==> config.mk <==
export PLATFORM = sky130hd
export DESIGN_NAME = efm_frame_sequencer_flat
export DESIGN_NICKNAME = d
export VERILOG_FILES = /design/src/rtl/efm_frame_sequencer_if.sv /design/src/rtl/efm_frame_sequencer.sv /design/src/flat_wrapper.sv
export SDC_FILE = /design/constraint.sdc
export NUM_CORES = 1
export LEC_CHECK = 0
export CORE_ASPECT_RATIO = 1.1
export CORE_MARGIN = 2
export CORE_UTILIZATION = 44
export DETAILED_ROUTE_END_ITERATION = 16
export GPL_TIMING_DRIVEN = 0
export PLACE_DENSITY = 0.69
export SLEW_MARGIN = 20
export SYNTH_ARGS = -nofsm -noshare
export SYNTH_HDL_FRONTEND = slang
export SYNTH_SLANG_ARGS = --single-unit
export TNS_END_PERCENT = 30
==> constraint.sdc <==
create_clock -name clk -period 2.2 [get_ports clk]
set_clock_uncertainty 0.15 [all_clocks]
set_input_delay 0.44 -clock clk [delete_from_list [all_inputs] [get_ports clk]]
set_output_delay 0.44 -clock clk [all_outputs]
set_load 0.01 [all_outputs]
==> src/rtl/efm_frame_sequencer_if.sv <==
// Bundle of EFM channel-bit input, LUT decoder handshake and decoded frame outputs.
// The sequencer attaches via slave; the environment (bit source + LUT) via master.
interface efm_frame_sequencer_if;
  logic        bit_in;
  logic        bit_valid;
  logic [13:0] efm_sym;
  logic [7:0]  lut_data;
  logic        lut_s0;
  logic        lut_s1;
  logic [7:0]  data_out;
  logic        data_valid;
  logic [4:0]  data_idx;
  logic [7:0]  sub_out;
  logic        sub_valid;
  logic        sub_s0;
  logic        sub_s1;
  logic        frame_start;
  logic        locked;

  modport slave (
    input  bit_in, bit_valid, lut_data, lut_s0, lut_s1,
    output efm_sym, data_out, data_valid, data_idx, sub_out, sub_valid,
           sub_s0, sub_s1, frame_start, locked
  );

  modport master (
    output bit_in, bit_valid, lut_data, lut_s0, lut_s1,
    input  efm_sym, data_out, data_valid, data_idx, sub_out, sub_valid,
           sub_s0, sub_s1, frame_start, locked
  );
endinterface

==> src/rtl/efm_frame_sequencer.sv <==
// EFM frame sequencer: finds the 24-bit frame sync, flywheels over missed syncs and
// slices each 588-bit frame into 33 symbols sent through an external combinational LUT.
module efm_frame_sequencer #(
  parameter int MISS_MAX = 3
) (
  input  logic                  clk,
  input  logic                  rst,
  efm_frame_sequencer_if.slave  bus
);

  localparam logic [23:0] SYNC_PAT  = 24'h801002;
  localparam logic [9:0]  P_LAST    = 10'd587;
  localparam logic [4:0]  SLOT_LAST = 5'd16;
  localparam logic [4:0]  SLOT_SYM  = 5'd13;
  localparam logic [4:0]  SLOT_INIT = 5'd14;
  localparam logic [5:0]  NUM_SYMS  = 6'd33;

  typedef enum logic {HUNT, LOCK} state_t;

  state_t      state_reg, state_next;
  logic [23:0] sr_reg, sr_next;
  logic [9:0]  p_reg, p_next;
  logic [4:0]  slot_reg, slot_next;
  logic [5:0]  k_reg, k_next;
  logic [2:0]  miss_reg, miss_next;
  logic        pend_reg, pend_next;
  logic [5:0]  pend_k_reg, pend_k_next;
  logic [13:0] efm_sym_reg, efm_sym_next;
  logic [7:0]  data_out_reg, data_out_next;
  logic        data_valid_reg, data_valid_next;
  logic [4:0]  data_idx_reg, data_idx_next;
  logic [7:0]  sub_out_reg, sub_out_next;
  logic        sub_valid_reg, sub_valid_next;
  logic        sub_s0_reg, sub_s0_next;
  logic        sub_s1_reg, sub_s1_next;
  logic        frame_start_reg, frame_start_next;

  logic [23:0] sr_shift;
  logic        sync_match;

  assign sr_shift   = {sr_reg[22:0], bus.bit_in};
  assign sync_match = (sr_shift == SYNC_PAT);

  always_ff @(posedge clk) begin
    if (rst) begin
      state_reg       <= HUNT;
      sr_reg          <= '0;
      p_reg           <= '0;
      slot_reg        <= '0;
      k_reg           <= '0;
      miss_reg        <= '0;
      pend_reg        <= 1'b0;
      pend_k_reg      <= '0;
      efm_sym_reg     <= '0;
      data_out_reg    <= '0;
      data_valid_reg  <= 1'b0;
      data_idx_reg    <= '0;
      sub_out_reg     <= '0;
      sub_valid_reg   <= 1'b0;
      sub_s0_reg      <= 1'b0;
      sub_s1_reg      <= 1'b0;
      frame_start_reg <= 1'b0;
    end else begin
      state_reg       <= state_next;
      sr_reg          <= sr_next;
      p_reg           <= p_next;
      slot_reg        <= slot_next;
      k_reg           <= k_next;
      miss_reg        <= miss_next;
      pend_reg        <= pend_next;
      pend_k_reg      <= pend_k_next;
      efm_sym_reg     <= efm_sym_next;
      data_out_reg    <= data_out_next;
      data_valid_reg  <= data_valid_next;
      data_idx_reg    <= data_idx_next;
      sub_out_reg     <= sub_out_next;
      sub_valid_reg   <= sub_valid_next;
      sub_s0_reg      <= sub_s0_next;
      sub_s1_reg      <= sub_s1_next;
      frame_start_reg <= frame_start_next;
    end
  end

  always_comb begin
    state_next       = state_reg;
    sr_next          = sr_reg;
    p_next           = p_reg;
    slot_next        = slot_reg;
    k_next           = k_reg;
    miss_next        = miss_reg;
    pend_next        = 1'b0;
    pend_k_next      = pend_k_reg;
    efm_sym_next     = efm_sym_reg;
    frame_start_next = 1'b0;

    if (bus.bit_valid) begin
      sr_next = sr_shift;
      case (state_reg)
        HUNT: begin
          if (sync_match) begin
            state_next       = LOCK;
            p_next           = '0;
            slot_next        = SLOT_INIT;
            k_next           = '0;
            miss_next        = '0;
            frame_start_next = 1'b1;
          end
        end
        LOCK: begin
          // slot counts 0..16 within a 17-bit symbol cell; it starts at 14 so the
          // three merging bits after sync wrap it to 0 at the first symbol bit.
          if (slot_reg == SYM_END_SLOT() && k_reg < NUM_SYMS) begin
            pend_next    = 1'b1;
            pend_k_next  = k_reg;
            k_next       = k_reg + 6'd1;
            efm_sym_next = sr_shift[13:0];
          end
          slot_next = (slot_reg == SLOT_LAST) ? 5'd0 : slot_reg + 5'd1;
          if (p_reg == P_LAST) begin
            p_next    = '0;
            slot_next = SLOT_INIT;
            k_next    = '0;
            if (sync_match) begin
              frame_start_next = 1'b1;
              miss_next        = '0;
            end else if (int'(miss_reg) + 1 >= MISS_MAX) begin
              state_next = HUNT;
              miss_next  = '0;
            end else begin
              miss_next = miss_reg + 3'd1;
            end
          end else begin
            p_next = p_reg + 10'd1;
          end
        end
        default: state_next = HUNT;
      endcase
    end
  end

  function automatic logic [4:0] SYM_END_SLOT();
    return SLOT_SYM;
  endfunction

  // Second pipeline stage: capture the LUT answer for the symbol latched last cycle.
  always_comb begin
    data_out_next   = data_out_reg;
    data_idx_next   = data_idx_reg;
    sub_out_next    = sub_out_reg;
    sub_s0_next     = sub_s0_reg;
    sub_s1_next     = sub_s1_reg;
    data_valid_next = 1'b0;
    sub_valid_next  = 1'b0;
    if (pend_reg) begin
      if (pend_k_reg == 6'd0) begin
        sub_valid_next = 1'b1;
        sub_out_next   = bus.lut_data;
        sub_s0_next    = bus.lut_s0;
        sub_s1_next    = bus.lut_s1;
      end else begin
        data_valid_next = 1'b1;
        data_out_next   = bus.lut_data;
        data_idx_next   = 5'(pend_k_reg - 6'd1);
      end
    end
  end

  assign bus.efm_sym     = efm_sym_reg;
  assign bus.data_out    = data_out_reg;
  assign bus.data_valid  = data_valid_reg;
  assign bus.data_idx    = data_idx_reg;
  assign bus.sub_out     = sub_out_reg;
  assign bus.sub_valid   = sub_valid_reg;
  assign bus.sub_s0      = sub_s0_reg;
  assign bus.sub_s1      = sub_s1_reg;
  assign bus.frame_start = frame_start_reg;
  assign bus.locked      = (state_reg == LOCK);

endmodule

==> src/flat_wrapper.sv <==
// flat-port wrapper written by rule: the top's interface ports become plain ports
module efm_frame_sequencer_flat 
#(
  parameter int MISS_MAX = 3
)
  (clk, rst, bus_bit_in, bus_bit_valid, bus_lut_data, bus_lut_s0, bus_lut_s1, bus_efm_sym, bus_data_out, bus_data_valid, bus_data_idx, bus_sub_out, bus_sub_valid, bus_sub_s0, bus_sub_s1, bus_frame_start, bus_locked);
  efm_frame_sequencer_if bus_i ();
  input  logic clk;
  input  logic rst;
  input wire logic [$bits(bus_i.bit_in)-1:0] bus_bit_in;
  input wire logic [$bits(bus_i.bit_valid)-1:0] bus_bit_valid;
  input wire logic [$bits(bus_i.lut_data)-1:0] bus_lut_data;
  input wire logic [$bits(bus_i.lut_s0)-1:0] bus_lut_s0;
  input wire logic [$bits(bus_i.lut_s1)-1:0] bus_lut_s1;
  output wire logic [$bits(bus_i.efm_sym)-1:0] bus_efm_sym;
  output wire logic [$bits(bus_i.data_out)-1:0] bus_data_out;
  output wire logic [$bits(bus_i.data_valid)-1:0] bus_data_valid;
  output wire logic [$bits(bus_i.data_idx)-1:0] bus_data_idx;
  output wire logic [$bits(bus_i.sub_out)-1:0] bus_sub_out;
  output wire logic [$bits(bus_i.sub_valid)-1:0] bus_sub_valid;
  output wire logic [$bits(bus_i.sub_s0)-1:0] bus_sub_s0;
  output wire logic [$bits(bus_i.sub_s1)-1:0] bus_sub_s1;
  output wire logic [$bits(bus_i.frame_start)-1:0] bus_frame_start;
  output wire logic [$bits(bus_i.locked)-1:0] bus_locked;
  assign bus_i.bit_in = bus_bit_in;
  assign bus_i.bit_valid = bus_bit_valid;
  assign bus_i.lut_data = bus_lut_data;
  assign bus_i.lut_s0 = bus_lut_s0;
  assign bus_i.lut_s1 = bus_lut_s1;
  assign bus_efm_sym = bus_i.efm_sym;
  assign bus_data_out = bus_i.data_out;
  assign bus_data_valid = bus_i.data_valid;
  assign bus_data_idx = bus_i.data_idx;
  assign bus_sub_out = bus_i.sub_out;
  assign bus_sub_valid = bus_i.sub_valid;
  assign bus_sub_s0 = bus_i.sub_s0;
  assign bus_sub_s1 = bus_i.sub_s1;
  assign bus_frame_start = bus_i.frame_start;
  assign bus_locked = bus_i.locked;
  efm_frame_sequencer #(.MISS_MAX(MISS_MAX)) u_core (.clk(clk), .rst(rst), .bus(bus_i));
endmodule
==> impl_metrics.toml, run 1 <==
[setup_path]
cp_slowest_cell = "or4b_4"
criticalPathCategory = "reg -> reg"
arrival_ns = 2.26
cp.buffers_inverters = 2
cp-start-kind = "flop"
worstPathCellList = "inv_2, ha_4, or4b_4, a211oi_4, buf_6, mux2i_1, nor2_1"
cp.depth = 7
crit_path_end_kind = "flop"
slowest_delay_ns = 0.48
critical_path_required_ns = 2.27
reg2reg_depth = 7
cpLargestDelayFamily = "simple AND/OR/NAND/NOR gates"
crit_path_max_fanout = 10

[grt]
gr-max-usage-layer = "met2"
grt_use_met2_pct = 32.7
use_met3_pct = 3.55
use_met1_pct = 23.1
grt_usage_pct = 18.7
antenna_found_initial = 0
grt_pass1_wl_um = 14400
gr-total-overflow = 0
grt_start_max_net_pins = 17
grt_pass1_vias = 3122

[sta]
hold_viol = 0
setup_viol = 0
whs_ns = 0.308
timing.slew.headroom_pct = 53.1
setup_tns_ns = 0
tightest_slew_ns = 0.694
setup_slack_ns = 0.0131
period_share_pct = 99.4
maxSlewViolCount = 0
min_period_ns = 2.19
rsz0062_at_grt = "true"
clock.fmax_ghz = 0.457

[synthesis]
ys_ff_latch = 95
synth_edf_count = 0
yosysUniqueCellTypes = 47
syn_inst = 437
synth_ff_type = "dfxtp_1"
synthesis.area_um2 = 3950
avgSynthCellArea_um2 = 9.04
yosysWarnings = 0
synth_nets = 461
async_reset_ff_share_pct = 0
ys_seq_area_share_pct = 48.2

[route]
route.vias.total = 3363
drtIter0Drc = 132
drt-vias-per-instance = 5.36
totalWireLength_um = 9220
drc = 0
dr.pass1.iters = 4
ant_nets = 0
wire_per_inst_um = 14.7

[floorplan]
ios = 55
die_height_um = 103
fp.dieW_um = 94.3
core_um2 = 8780
row_count = 36
dieArea_um2 = 9750
start_util_pct = 45.0

[finish]
nNetsFinal = 532
area_growth_pct = 27.2
layout-drive-gt1-share_pct = 12.3
final_util_pct = 57.2
fin_cells = 627
final_area_um2 = 5020
diodes = 0
fill_cells = 806
largest_register_ffs = 23

[worst_hold_path]
holdPathStages = 2
hold_class = "reg -> reg"

[power]
leakage_nw = 1.77
power_mw = 2.95
power.density_nw_per_um2 = 587
peakVddDrop_mv = 0.310

[run]
max-cap-violations = 0

[clock_network]
cts_root_buf = "clkbuf_8"
cts_tree = "built"
clk_latency_ns = 0.35
cts_sinks = 95
cts.clk_slew.worst_paths_ns = 0.09
cts_made_buffers = 9
htree_num_levels = 3
cts.path.max_buffers = 2

[place]
port_buffers = 53
globalplace.congestion = 0.779
dp.final_hpwl_um = 6320
dp_slack_ns = -0.572
placed_cells = 604
place_area_um2 = 4620

[status]
status = "completed"
## Yosys cell counts (all sizes together), types with 3 or more instances
library cell,instances,area [um2]
or3,4,25.0
o21ai,6,30.0
and3,6,37.5
inv,14,52.6
nor4,7,43.8
mux2i,44,440
a21oi,37,189
o22ai,3,18.8
nand3,17,85.1
dfxtp,95,1900
nor4b,3,26.3
or4,4,30.0
nand2b,4,25.0
a31oi,6,37.5
nor3,5,25.0
ha,10,125
nand2,36,135
clkbuf,18,67.6
buf,5,33.8
o31ai,4,30.0
nor2,69,259
nand4,4,25.0
a211oi,12,108
## worst paths after layout
path | start | endpoint | slack, ns
worst max register to register | u_core.k_reg[1] | u_core.pend_k_reg[4] | 0.01
worst max-delay path | u_core.k_reg[1] | u_core.pend_k_reg[4] | 0.01
worst min-delay path | u_core.bus.data_out[0] | u_core.bus.data_out[0] | 0.31
worst min register to register | u_core.bus.data_out[0] | u_core.bus.data_out[0] | 0.31
## logic make-up (layout without fill, tap and decap cells)
family	after synthesis	after routing	share of synthesized area [%]
compound gates	76	76	12.1
xor+xnor	4	4	0.887
fa+ha+maj	10	10	3.17
buf+inv	37	113	3.90
flops	95	95	48.2
mux	44	44	11.2
simple gates	171	171	20.6
## cell type report
cell class                 instances  area (um2)  share of cell area (%)
timing repair buffer              60         582                    11.6
sequential                        95        1920                    38.1
inverter                          14        55.1                    1.10
buffer                            23         113                    2.24
tap                              114         143                    2.84
clock buffer                      11         141                    2.81
multi-input combinational        305        2030                    40.4
clock inverter                     5        42.5                   0.847
## timing repair
action                     in CTS  in global routing
setup buffers                   0                  5
hold buffers                    0                  0
setup endpoints to repair      35                 48
pin swaps                       4                 17
gates cloned                    0                  2
gates resized for setup         6                 46
## layer usage
| metal | part of all wire, % | vias to the layer above | wire (um) |
|---|---|---|---|
| met5 | 0 | - | 0 |
| met4 | 1.4 | 0 | 125 |
| met3 | 5.9 | 9 | 546 |
| met2 | 49 | 93 | 4510 |
| met1 | 44 | 1578 | 4040 |
| li1 | - | 1683 | - |
## placed cells by master (no fill, tap or decap), types with 4 or more instances in the layout
| cell type | n |
|---|---|
| buf_4 | 7 |
| inv_1 | 12 |
| nand4_1 | 4 |
| o31ai_2 | 4 |
| ha_1 | 9 |
| and3_1 | 6 |
| a31oi_1 | 5 |
| nor4_1 | 4 |
| clkbuf_1 | 17 |
| a211oi_1 | 10 |
| mux2i_1 | 43 |
| nor2_1 | 69 |
| dfxtp_1 | 89 |
| a21oi_2 | 4 |
| nand2_1 | 36 |
| o21ai_0 | 4 |
| nor3_1 | 5 |
| clkdlybuf4s50_1 | 52 |
| nand2b_1 | 4 |
| nand3_1 | 17 |
| a21oi_1 | 32 |
| clkbuf_8 | 10 |
## power by group
group | internal, mW | switching, mW | leakage (nW)
Clock | 0.453 | 0.609 | 0.0901
Combinational | 0.0613 | 0.0917 | 0.915
Sequential | 1.72 | 0.0124 | 0.770
## worst reg2reg max path, delay by kind of cell, from the launching register on
kind	cells	cell delay, ns
AND/OR/NAND/NOR	2	0.53
AO/OA/AOI/OAI	1	0.39
flip-flops	1	0.38
buffers and inverters	2	0.28
multiplexers	1	0.22
adder cells (fa/ha/maj)	1	0.11
Note: power is estimated with default switching activity, not from simulation.
==> run 2, diff against run 1 <==
- ABC_AREA: not set -> 0
- CTS_CLUSTER_DIAMETER: not set -> 100
- TNS_END_PERCENT: 30 -> not set
==> impl_metrics.toml, run 2 (synthesis gave the netlist of run 1 again) <==
[status]
status = "complete, but fails checks"
violations = "setup timing"

[clock_network]
clk_latency_ns = 0.36
cts_tree = "built"
cts_sinks = 95
cts.path.max_buffers = 2
cts.clk_slew.worst_paths_ns = 0.09
htree_num_levels = 3
cts_root_buf = "clkbuf_8"
cts_made_buffers = 9

[place]
dp.final_hpwl_um = 6320
placed_cells = 604
place_area_um2 = 4620
globalplace.congestion = 0.779
port_buffers = 53

[floorplan]
ios = 55
core_um2 = 8780
dieArea_um2 = 9750
fp.dieW_um = 94.3
row_count = 36
start_util_pct = 45.0
die_height_um = 103

[finish]
final_area_um2 = 5000
diodes = 0
layout-drive-gt1-share_pct = 11.3
fill_cells = 803
multi_input_area_um2 = 2010
final_common_cell = "dfxtp_1"
layout_common_cells = "dfxtp_1 (89), nor2_1 (69), clkdlybuf4s50_1 (52), mux2i_1 (42), nand2_1 (36)"
fin_cells = 627
final_util_pct = 56.9
seqCellArea_um2 = 1910
area_growth_pct = 26.6
nNetsFinal = 532
largest_register_ffs = 23

[setup_path]
crit_path_max_fanout = 5
crit_path_end_kind = "flop"
cp-start-kind = "flop"
arrival_ns = 2.34
critical_path_required_ns = 2.27
criticalPathCategory = "reg -> reg"

[grt]
grt_usage_pct = 18.7
grt_pass1_wl_um = 14400
grt_start_max_net_pins = 17
grt_pass1_vias = 3123
antenna_found_initial = 0
gr-total-overflow = 0

[route]
route.vias.total = 3351
dr.pass1.iters = 4
totalWireLength_um = 9070
drc = 0
wire_per_inst_um = 14.5
drtIter0Drc = 102
ant_nets = 0
drt-vias-per-instance = 5.34

[sta]
hold_viol = 0
min_period_ns = 2.26
tightest_slew_ns = 0.709
period_share_pct = 103
setup_viol = 3
setup_slack_ns = -0.0625
maxSlewViolCount = 0
clock.fmax_ghz = 0.442
whs_ns = 0.308
rsz0062_at_grt = "true"
timing.slew.headroom_pct = 52.7

[run]
max-cap-violations = 0

[power]
peakVddDrop_mv = 0.308
leakage_nw = 1.77
power.density_nw_per_um2 = 590

[worst_hold_path]
hold_class = "reg -> reg"
-- run 2: power by group --
part,switching (mW),internal [mW],total (mW),leakage [nW]
clock,0.610,0.453,1.06,0.0901
sequential,0.0126,1.72,1.74,0.769
combinational,0.0894,0.0603,0.150,0.911
total,0.712,2.24,2.95,1.77
-- run 2: per-stage QoR --
step | setup slack, ns | TNS (ns) | total power, mW
after CTS | -0.0139 | -0.0139 | 2.97
after global placement | -0.511 | -12.32 | 1.92
after floorplan | 0.140 | 0 | 1.86
final | -0.0625 | -0.101 | 2.95
after detailed placement | -0.572 | -15.00 | 1.92
after global routing | -0.103 | -0.729 | 3.06
-- run 2: worst paths after layout --
| path | depth (start not counted) | slack (ns) | startpoint | to |
|---|---|---|---|---|
| setup reg to reg | 8 | -0.06 | u_core.k_reg[1] | u_core.pend_k_reg[4] |
| hold reg to reg | 2 | 0.31 | u_core.bus.data_out[0] | u_core.bus.data_out[0] |
| hold / removal | 2 | 0.31 | u_core.bus.data_out[0] | u_core.bus.data_out[0] |
| setup / recovery | 8 | -0.06 | u_core.k_reg[1] | u_core.pend_k_reg[4] |
-- run 2: area by class of cell --
type	instances	share of cell area, %
multi-input cells	305	40.3
flip-flops and latches	95	38.3
repair buffers	60	11.6
well taps	114	2.85
clock buffers	11	2.83
plain buffers	23	2.25
inverters	14	1.05
clock inverters	5	0.851
-- run 2: critical path, cell delays in order (launching register included) --
cell and delay [ns]:
dfxtp_2 0.36, inv_1 0.09, ha_4 0.12, or4b_4 0.48, a211oi_4 0.34, buf_4 0.18, buf_6 0.13, mux2i_2 0.24
nor2_1 0.06
-- run 2: repair_timing --
action / in CTS / in global routing
hold buffers: 0 / 0
buffers inserted: 1 / 5
pin swaps: 4 / 9
gates cloned: 0 / 1
gates resized for setup: 6 / 35
endpoints found under the setup margin: 35 / 48
-- run 2: per-layer routing --
layer | wire length (um) | vias to the layer above | part of all wire [%] | GRT usage [%]
met4 | 168 | 0 | 1.9 | 6.69
li1 | - | 1679 | - | -
met2 | 4380 | 88 | 48 | 32.7
met5 | 0 | - | 0 | 0
met1 | 4070 | 1571 | 45 | 23.1
met3 | 452 | 13 | 5.0 | 3.55
==> run 3, diff against run 2 <==
- SKIP_CTS_REPAIR_TIMING: not set -> 1
==> impl_metrics.toml, run 3 (synthesis gave the netlist of run 1 again) <==
[status]
status = "completed"

[run]
max-cap-violations = 0

[power]
power.density_nw_per_um2 = 583
peakVddDrop_mv = 0.309
power_mw = 2.96
leakage_nw = 1.81

[worst_hold_path]
holdPathStages = 2
min_from = "u_core.bus.data_out[0]"
hold_class = "reg -> reg"
hold_path_end = "u_core.bus.data_out[0]"

[finish]
layout_common_cells = "dfxtp_1 (89), nor2_1 (69), clkdlybuf4s50_1 (52), mux2i_1 (42), nand2_1 (36)"
largest_register_ffs = 23
final_util_pct = 57.8
nNetsFinal = 537
area_growth_pct = 28.5
final_common_cell = "dfxtp_1"
diodes = 0
final_area_um2 = 5070
fin_cells = 632
layout-drive-gt1-share_pct = 13.3

[floorplan]
dieArea_um2 = 9750
die_height_um = 103
row_count = 36
fp.dieW_um = 94.3
core_um2 = 8780
start_util_pct = 45.0
ios = 55

[grt]
antenna_found_initial = 0
gr-total-overflow = 0
grt_pass1_vias = 3134
grt_usage_pct = 18.6
grt_start_max_net_pins = 17
grt_pass1_wl_um = 14400

[clock_network]
cts_root_buf = "clkbuf_8"
htree_num_levels = 3
cts_sinks = 95
cts_made_buffers = 9
clk_latency_ns = 0.35
cts.path.max_buffers = 2
cts_tree = "built"
cts.clk_slew.worst_paths_ns = 0.09

[setup_path]
critical_path_required_ns = 2.27
crit_path_max_fanout = 5
r2r-end = "u_core.pend_k_reg[4]"
criticalPathCategory = "reg -> reg"
rrSetupSlack_ns = 0.02
cp-start-kind = "flop"
reg2reg_depth = 8
crit_path_end_kind = "flop"
arrival_ns = 2.26
r2r_start = "u_core.k_reg[0]"

[route]
totalWireLength_um = 9260
wire_per_inst_um = 14.7
drtIter0Drc = 133
route.vias.total = 3355
drt-vias-per-instance = 5.31
ant_nets = 0
dr.pass1.iters = 6
drc = 0

[place]
dp.final_hpwl_um = 6320
place_area_um2 = 4620
placed_cells = 604
port_buffers = 53
globalplace.congestion = 0.779

[sta]
setup_viol = 0
rsz0062_at_grt = "true"
clock.fmax_ghz = 0.458
min_period_ns = 2.18
maxSlewViolCount = 0
timing.slew.headroom_pct = 53.3
period_share_pct = 99.2
tightest_slew_ns = 0.691
hold_viol = 0
[run 3: cell count changes in the layout (fill, tap and decap cells not counted), sizes merged]
cell          delta
buf              +6
clkbuf           -1
dlygate4sd2      -1
dlymetal6s2s     +1
[run 3: worst max-delay path by stage]
| stage | startpoint | endpoint | slack [ns] |
|---|---|---|---|
| 4_1_cts | bus_bit_in | u_core.p_reg[5] | -0.20 |
| 5_1_grt | u_core.sr_reg[15] | u_core.p_reg[2] | -0.05 |
| 3_5_place_dp | bus_bit_in | u_core.p_reg[4] | -0.57 |
| 6_report | u_core.k_reg[0] | u_core.pend_k_reg[4] | 0.02 |
| 2_1_floorplan | u_core.k_reg[0] | u_core.bus.efm_sym[5] | 0.14 |
| 3_3_place_gp | bus_bit_in | u_core.p_reg[5] | -0.51 |
[run 3: routing by layer]
metal  track usage [%]  wire length (um)  share of wire [%]  vias to the layer above
li1                  -                 -                  -                     1687
met1              23.0              4130                 45                     1572
met2              32.4              4530                 49                       79
met3              3.55               421                4.5                       17
met4              7.25               186                2.0                        0
met5                 0                 0                  0                        -
[run 3: stage by stage]
stage,TNS (ns),hold WS (ns),setup WS (ns)
4_1_cts,-3.66,0.308,-0.201
3_5_place_dp,-15.00,0.296,-0.572
6_report,0,0.308,0.0170
3_3_place_gp,-12.32,0.289,-0.511
2_1_floorplan,0,0.272,0.140
5_1_grt,-0.460,0.321,-0.0498
[run 3: layout make-up]
class / instances / area [um2]
inverter: 14 / 55.1
clock inverter: 5 / 42.5
tap: 114 / 143
buffer: 23 / 120
sequential: 95 / 1920
clock buffer: 11 / 141
fill: 796 / 3710
multi-input combinational: 305 / 2030
timing repair buffer: 65 / 622
[run 3: worst max-delay path, stage by stage (launching register included)]
cell	delay (ns)
dfxtp_4	0.37
inv_4	0.05
ha_4	0.10
or4b_4	0.47
a211oi_4	0.33
buf_6	0.17
buf_8	0.12
mux2i_2	0.22
nor2_1	0.06
[run 3: power by group]
group	internal (mW)	leakage (nW)	total, mW	switching (mW)
Combinational	0.0618	0.951	0.153	0.0909
Sequential	1.72	0.769	1.74	0.0128
Clock	0.453	0.0901	1.07	0.616
